<file path="src/rtl/tpm_clk_ctrl.sv">
// tpm_clk_ctrl
//   Sequences the TPM-facing clock (ja[4]). The controller waits for the
//   upstream clock generator to hold lock, then produces a glitch-free
//   divided clock from clk. The clock can be stopped, free-running, or a
//   counted burst of N cycles. Commands use a valid/ready handshake.
//
// Ports
//   clk         system clock (clock-wizard output)
//   rst_n       asynchronous, active-low reset
//   locked      clock-generator lock status, synchronous to clk
//   cmd_valid   command present
//   cmd_ready   controller accepts a command this cycle
//   cmd_op      0=STOP 1=RUN 2=BURST 3=SETDIV
//   cmd_arg     BURST: cycle count N; SETDIV: divisor in [DIV_W-1:0]
//   tpm_clk     generated clock, registered
//   busy        high in RUN, BURST, STOPPING
//   burst_done  one-cycle pulse when a burst completes
//   cmd_err     one-cycle pulse when an accepted command is rejected
//
// state      | meaning
// -----------+---------------------------------------------------------
// WAIT_LOCK  | counting consecutive locked cycles, clock held low
// IDLE       | locked, clock low, any command accepted
// RUN        | free-running divided clock
// BURST      | counted burst in progress, commands held off
// STOPPING   | finishing the current high phase after a STOP
module tpm_clk_ctrl #(
  parameter int DIV_W     = 8,
  parameter int CNT_W     = 16,
  parameter int LOCK_WAIT = 1024
) (
  input  logic             clk,
  input  logic             rst_n,
  input  logic             locked,
  input  logic             cmd_valid,
  output logic             cmd_ready,
  input  logic [1:0]       cmd_op,
  input  logic [CNT_W-1:0] cmd_arg,
  output logic             tpm_clk,
  output logic             busy,
  output logic             burst_done,
  output logic             cmd_err
);

  localparam int LCK_W = $clog2(LOCK_WAIT + 1);

  localparam logic [1:0] OP_STOP   = 2'd0;
  localparam logic [1:0] OP_RUN    = 2'd1;
  localparam logic [1:0] OP_BURST  = 2'd2;
  localparam logic [1:0] OP_SETDIV = 2'd3;

  typedef enum logic [2:0] {
    S_WAIT_LOCK,
    S_IDLE,
    S_RUN,
    S_BURST,
    S_STOPPING
  } state_t;

  state_t             state, state_nxt;
  logic               tpm_nxt;
  logic [DIV_W-1:0]   div, div_nxt;
  logic [LCK_W-1:0]   lock_cnt, lock_nxt;
  logic [CNT_W-1:0]   burst_cnt, burst_nxt;
  logic [DIV_W-1:0]   phase_cnt, phase_nxt;
  logic               done_nxt;
  logic               err_nxt;
  logic               accept;
  logic               phase_end;

  // A command arriving while lock is being lost is not taken, so lock loss
  // always wins over acceptance.
  assign cmd_ready = locked & ((state == S_IDLE) | (state == S_RUN));
  assign busy      = (state == S_RUN) | (state == S_BURST) | (state == S_STOPPING);
  assign accept    = cmd_valid & cmd_ready;

  // Phase timer is a down-counter; zero means the current phase ends at
  // this edge. It is parked at zero in IDLE so the first high phase starts
  // one edge after the command is accepted.
  assign phase_end = (phase_cnt == '0);

  always_ff @(posedge clk or negedge rst_n) begin
    if (!rst_n) begin
      state      <= S_WAIT_LOCK;
      tpm_clk    <= 1'b0;
      div        <= '0;
      lock_cnt   <= '0;
      burst_cnt  <= '0;
      phase_cnt  <= '0;
      burst_done <= 1'b0;
      cmd_err    <= 1'b0;
    end else begin
      state      <= state_nxt;
      tpm_clk    <= tpm_nxt;
      div        <= div_nxt;
      lock_cnt   <= lock_nxt;
      burst_cnt  <= burst_nxt;
      phase_cnt  <= phase_nxt;
      burst_done <= done_nxt;
      cmd_err    <= err_nxt;
    end
  end

  always_comb begin
    state_nxt = state;
    tpm_nxt   = tpm_clk;
    div_nxt   = div;
    lock_nxt  = lock_cnt;
    burst_nxt = burst_cnt;
    phase_nxt = phase_cnt;
    done_nxt  = 1'b0;
    err_nxt   = 1'b0;

    case (state)
      S_WAIT_LOCK: begin
        tpm_nxt   = 1'b0;
        phase_nxt = '0;
        if (!locked) begin
          lock_nxt = '0;
        end else if (lock_cnt == LCK_W'(LOCK_WAIT)) begin
          state_nxt = S_IDLE;
          lock_nxt  = '0;
        end else begin
          lock_nxt = lock_cnt + LCK_W'(1);
        end
      end

      S_IDLE: begin
        tpm_nxt   = 1'b0;
        phase_nxt = '0;
        if (accept) begin
          case (cmd_op)
            OP_RUN:    state_nxt = S_RUN;
            OP_BURST: begin
              if (cmd_arg != '0) begin
                burst_nxt = cmd_arg;
                state_nxt = S_BURST;
              end else begin
                done_nxt = 1'b1;
              end
            end
            OP_SETDIV: div_nxt = cmd_arg[DIV_W-1:0];
            default:   ;
          endcase
        end
      end

      S_RUN: begin
        if (phase_end) begin
          tpm_nxt   = ~tpm_clk;
          phase_nxt = div;
        end else begin
          phase_nxt = phase_cnt - DIV_W'(1);
        end
        if (accept) begin
          case (cmd_op)
            OP_STOP: begin
              // Low phase, or a high phase ending right now: stop at once
              // without another rising edge. Otherwise finish the high phase.
              if (!tpm_clk || phase_end) begin
                state_nxt = S_IDLE;
                tpm_nxt   = 1'b0;
                phase_nxt = '0;
              end else begin
                state_nxt = S_STOPPING;
              end
            end
            OP_BURST, OP_SETDIV: err_nxt = 1'b1;
            default: ;
          endcase
        end
      end

      S_BURST: begin
        if (phase_end) begin
          tpm_nxt   = ~tpm_clk;
          phase_nxt = div;
          if (tpm_clk) begin
            if (burst_cnt == CNT_W'(1)) begin
              // Last falling edge: no trailing low phase is owed.
              state_nxt = S_IDLE;
              burst_nxt = '0;
              phase_nxt = '0;
              done_nxt  = 1'b1;
            end else begin
              burst_nxt = burst_cnt - CNT_W'(1);
            end
          end
        end else begin
          phase_nxt = phase_cnt - DIV_W'(1);
        end
      end

      S_STOPPING: begin
        if (phase_end) begin
          tpm_nxt   = 1'b0;
          phase_nxt = '0;
          state_nxt = S_IDLE;
        end else begin
          phase_nxt = phase_cnt - DIV_W'(1);
        end
      end

      default: begin
        state_nxt = S_WAIT_LOCK;
        tpm_nxt   = 1'b0;
      end
    endcase

    // Lock loss overrides everything except the stored divisor.
    if ((state != S_WAIT_LOCK) && !locked) begin
      state_nxt = S_WAIT_LOCK;
      tpm_nxt   = 1'b0;
      div_nxt   = div;
      lock_nxt  = '0;
      burst_nxt = '0;
      phase_nxt = '0;
      done_nxt  = 1'b0;
      err_nxt   = 1'b0;
    end
  end

endmodule

</file>
<file path="config.mk">
export PLATFORM = sky130hd
export DESIGN_NAME = tpm_clk_ctrl
export DESIGN_NICKNAME = d
export VERILOG_FILES = /design/src/rtl/tpm_clk_ctrl.sv
export SDC_FILE = /design/constraint.sdc
export NUM_CORES = 1
export LEC_CHECK = 0
export ABC_AREA = 1
export CAP_MARGIN = 30
export CORE_UTILIZATION = 50
export CTS_BUF_LIST = sky130_fd_sc_hd__clkbuf_8
export DETAILED_ROUTE_END_ITERATION = 12
export GPL_TIMING_DRIVEN = 0
export PLACE_DENSITY = 0.7
export SYNTH_ARGS = -nofsm -noshare
export SYNTH_HDL_FRONTEND = slang
export SYNTH_SLANG_ARGS = --single-unit
</file>
<file path="constraint.sdc">
create_clock -name clk -period 2.9 [get_ports clk]
set_input_delay 0.725 -clock clk [delete_from_list [all_inputs] [get_ports clk]]
set_output_delay 0.725 -clock clk [all_outputs]
set_load 0.005 [all_outputs]
</file>
==> results_dict.tcl <==
set metrics [dict create \
    cts_hold_buffers 0 \
    port_buffers 25 \
    crit_fanout 5 \
    cts.sinks 49 \
    grt_overflow 0 \
    grt_max_degree 31 \
    grt_pass1_vias 2915 \
    cts_tree "yes" \
    gp_congestion 0.894 \
    firstDrtPassIters 4 \
    cts_setup_buffers 0 \
    vias 3071 \
    antenna_found_initial 0 \
    grt_pass1_wl_um 12900 \
    synth_fp_nets 509 \
    end_kind "primary output" \
    finalCritPeriodShare_pct 91.7 \
    yosysWarnings 0 \
    crit_type "flop to primary output" \
    power_leakage_uw 0.00189 \
    start_kind "flop" \
    synth_area_um2 3320 \
    clkSlewWorstSetupHoldPaths_ps 90 \
    finalHoldViolations 0 \
    ir_worst_vdd_mv 0.382 \
    first_iter_violations 101 \
    grt_use_total_pct 22.6 \
    finClkSkew_ps 6.07 \
    cp.arrival_ps 1930 \
    outcome "finished clean" \
    power_density_nw_per_um2 750 \
    boundaryPins 27 \
    post-place-ws_ps 215 \
    final_area_um2 3800 \
    cap_violations 0 \
    htree_levels 2 \
    cts_buffer_depth 2 \
    drive_gt1_share_pct 6.85 \
    cts_buffers 5 \
    worst_hold_path_type "input pin to async pin" \
    hpwl_um 5810 \
    achievable-frequency_ghz 0.376 \
    wirelength_um 7440 \
    dieArea_um2 6970 \
    start_util_pct 52.0 \
    vias_per_cell 5.22 \
    synthDistinctLibCells 33 \
    finalSetupViolCount 0 \
    dieWidth_um 83.5 \
    period_needed_ps 2660 \
    synth_top_area_cell "dfrtp_1" \
    relSlewSlack_pct 65.1 \
    ys_ff_latch 49 \
    detail-route-antenna-nets 0 \
    syn_to_final_growth_pct 14.4 \
    dpl-instance-area_um2 3680 \
    final_cell_mix "nand2_1 (145), inv_1 (54), nor2_1 (53)" \
    syn_area_per_cell_um2 6.96 \
    synth-seq-area-share_pct 36.9 \
    num_rows 29 \
    rsz0062_at_grt "false" \
    synth.top_cell.area_share_pct 36.9 \
    worst_pin_slew_ps 524 \
    drc 0 \
    layout_commonest_cell "nand2_1" \
    num-fill-cells 597 \
    fin_ws_ps 242 \
    diodes 0 \
    die_y_um 83.5 \
    core_area_um2 6390 \
    worstPathRequired_ps 2170 \
    slew_viol_final 0 \
    synthTopCellsByArea "dfrtp_1 (37%), nand2_1 (16%), nand3_1 (6.5%)" \
    cts.repair.resized 0 \
    postSynthCellCount 477 \
    avgRoutedWirePerCell_um 12.7 \
    clk_latency_ps 310 \
    cts-root-buf "clkbuf_8" \
    nets 542 \
]
[cell usage after synthesis (all sizes together)]
cell type and count:
and3 1, a31o 1, clkbuf 3, nand4 7, buf 6, o21ai 30
clkinv 1, a21oi 11, and2 1, inv 58, xnor2 5, o22ai 13
or2 1, xor2 14, nor2 58, nand3b 2, dfrtp 49, nor4 2
ha 10, nand3 44, a22oi 2, nor3 9, nand2 148, a31oi 1
[routing by layer]
metal	part of all wire [%]	global-route usage (%)	vias up
met5	0	0	-
met4	1.3	6.47	0
met3	4.1	4.25	7
met2	47	37.9	61
met1	48	30.1	1400
li1	-	-	1603
[cell families after synthesis]
family	share of synthesized area [%]
AOI/OAI and AO/OA	9.87
xor gates and xnor gates	5.01
adders and majority gates	3.77
buffers and inverters	8.55
DFF	36.9
and+or+nand+nor	35.9
[registers in the layout (all words and copies together), names as in the netlist]
name / cells
lock_cnt: 11
cmd_err: 1
burst_cnt: 16
phase_cnt: 8
div: 8
tpm_clk: 1
state: 3
burst_done: 1
[through the flow]
| step | setup TNS (ps) | total power, µW | hold WS, ps | util (%) | instances |
|---|---|---|---|---|---|
| after global placement | -17970 | 2330 | 469 | 57.4 | 579 |
| after CTS | 0 | 2850 | 381 | 59.4 | 588 |
| after global routing | 0 | 3090 | 405 | 59.5 | 588 |
| final | 0 | 2850 | 364 | 59.5 | 588 |
| after floorplan | 0 | 2010 | 429 | - | 477 |
| after detailed placement | 0 | 2360 | 465 | 57.7 | 580 |
[final timing paths]
path                                          start                       end  slack [ps]  depth (start not counted)
max                            state[2]$_DFFE_PN0P_                 cmd_ready         240                          6
max reg2reg                phase_cnt[0]$_DFFE_PN0P_  phase_cnt[1]$_DFFE_PN0P_         310                         15
min in group clk           phase_cnt[0]$_DFFE_PN0P_  phase_cnt[0]$_DFFE_PN0P_         490                          2
max in group asynchronous                     rst_n  burst_cnt[3]$_DFFE_PN0P_        2020                          2
min                                           rst_n      state[1]$_DFFE_PN0P_         360                          1
min reg2reg                phase_cnt[0]$_DFFE_PN0P_  phase_cnt[0]$_DFFE_PN0P_         490                          2
[report_power, final]
group	internal, µW	switching, µW
Combinational	498	839
Sequential	843	174
Clock	256	239
Total	1600	1250
[critical path, cell delays in order, from the launching register on]
cell and delay (ps):
dfrtp_1 440, inv_2 120, nand2_2 100, nor2_1 240
nand2_1 130, nand2_2 100, clkdlybuf4s50_1 490
[layout make-up]
cell class	instances	area, µm²	area share [%]
multi-input combinational	360	1810	47.7
sequential	49	1230	32.3
timing repair buffer	26	265	6.99
inverter	59	225	5.93
tap	77	96.3	2.54
clock buffer	5	68.8	1.81
buffer	9	62.6	1.65
clock inverter	3	42.5	1.12
No activity file was read; power rests on OpenSTA's default activity.
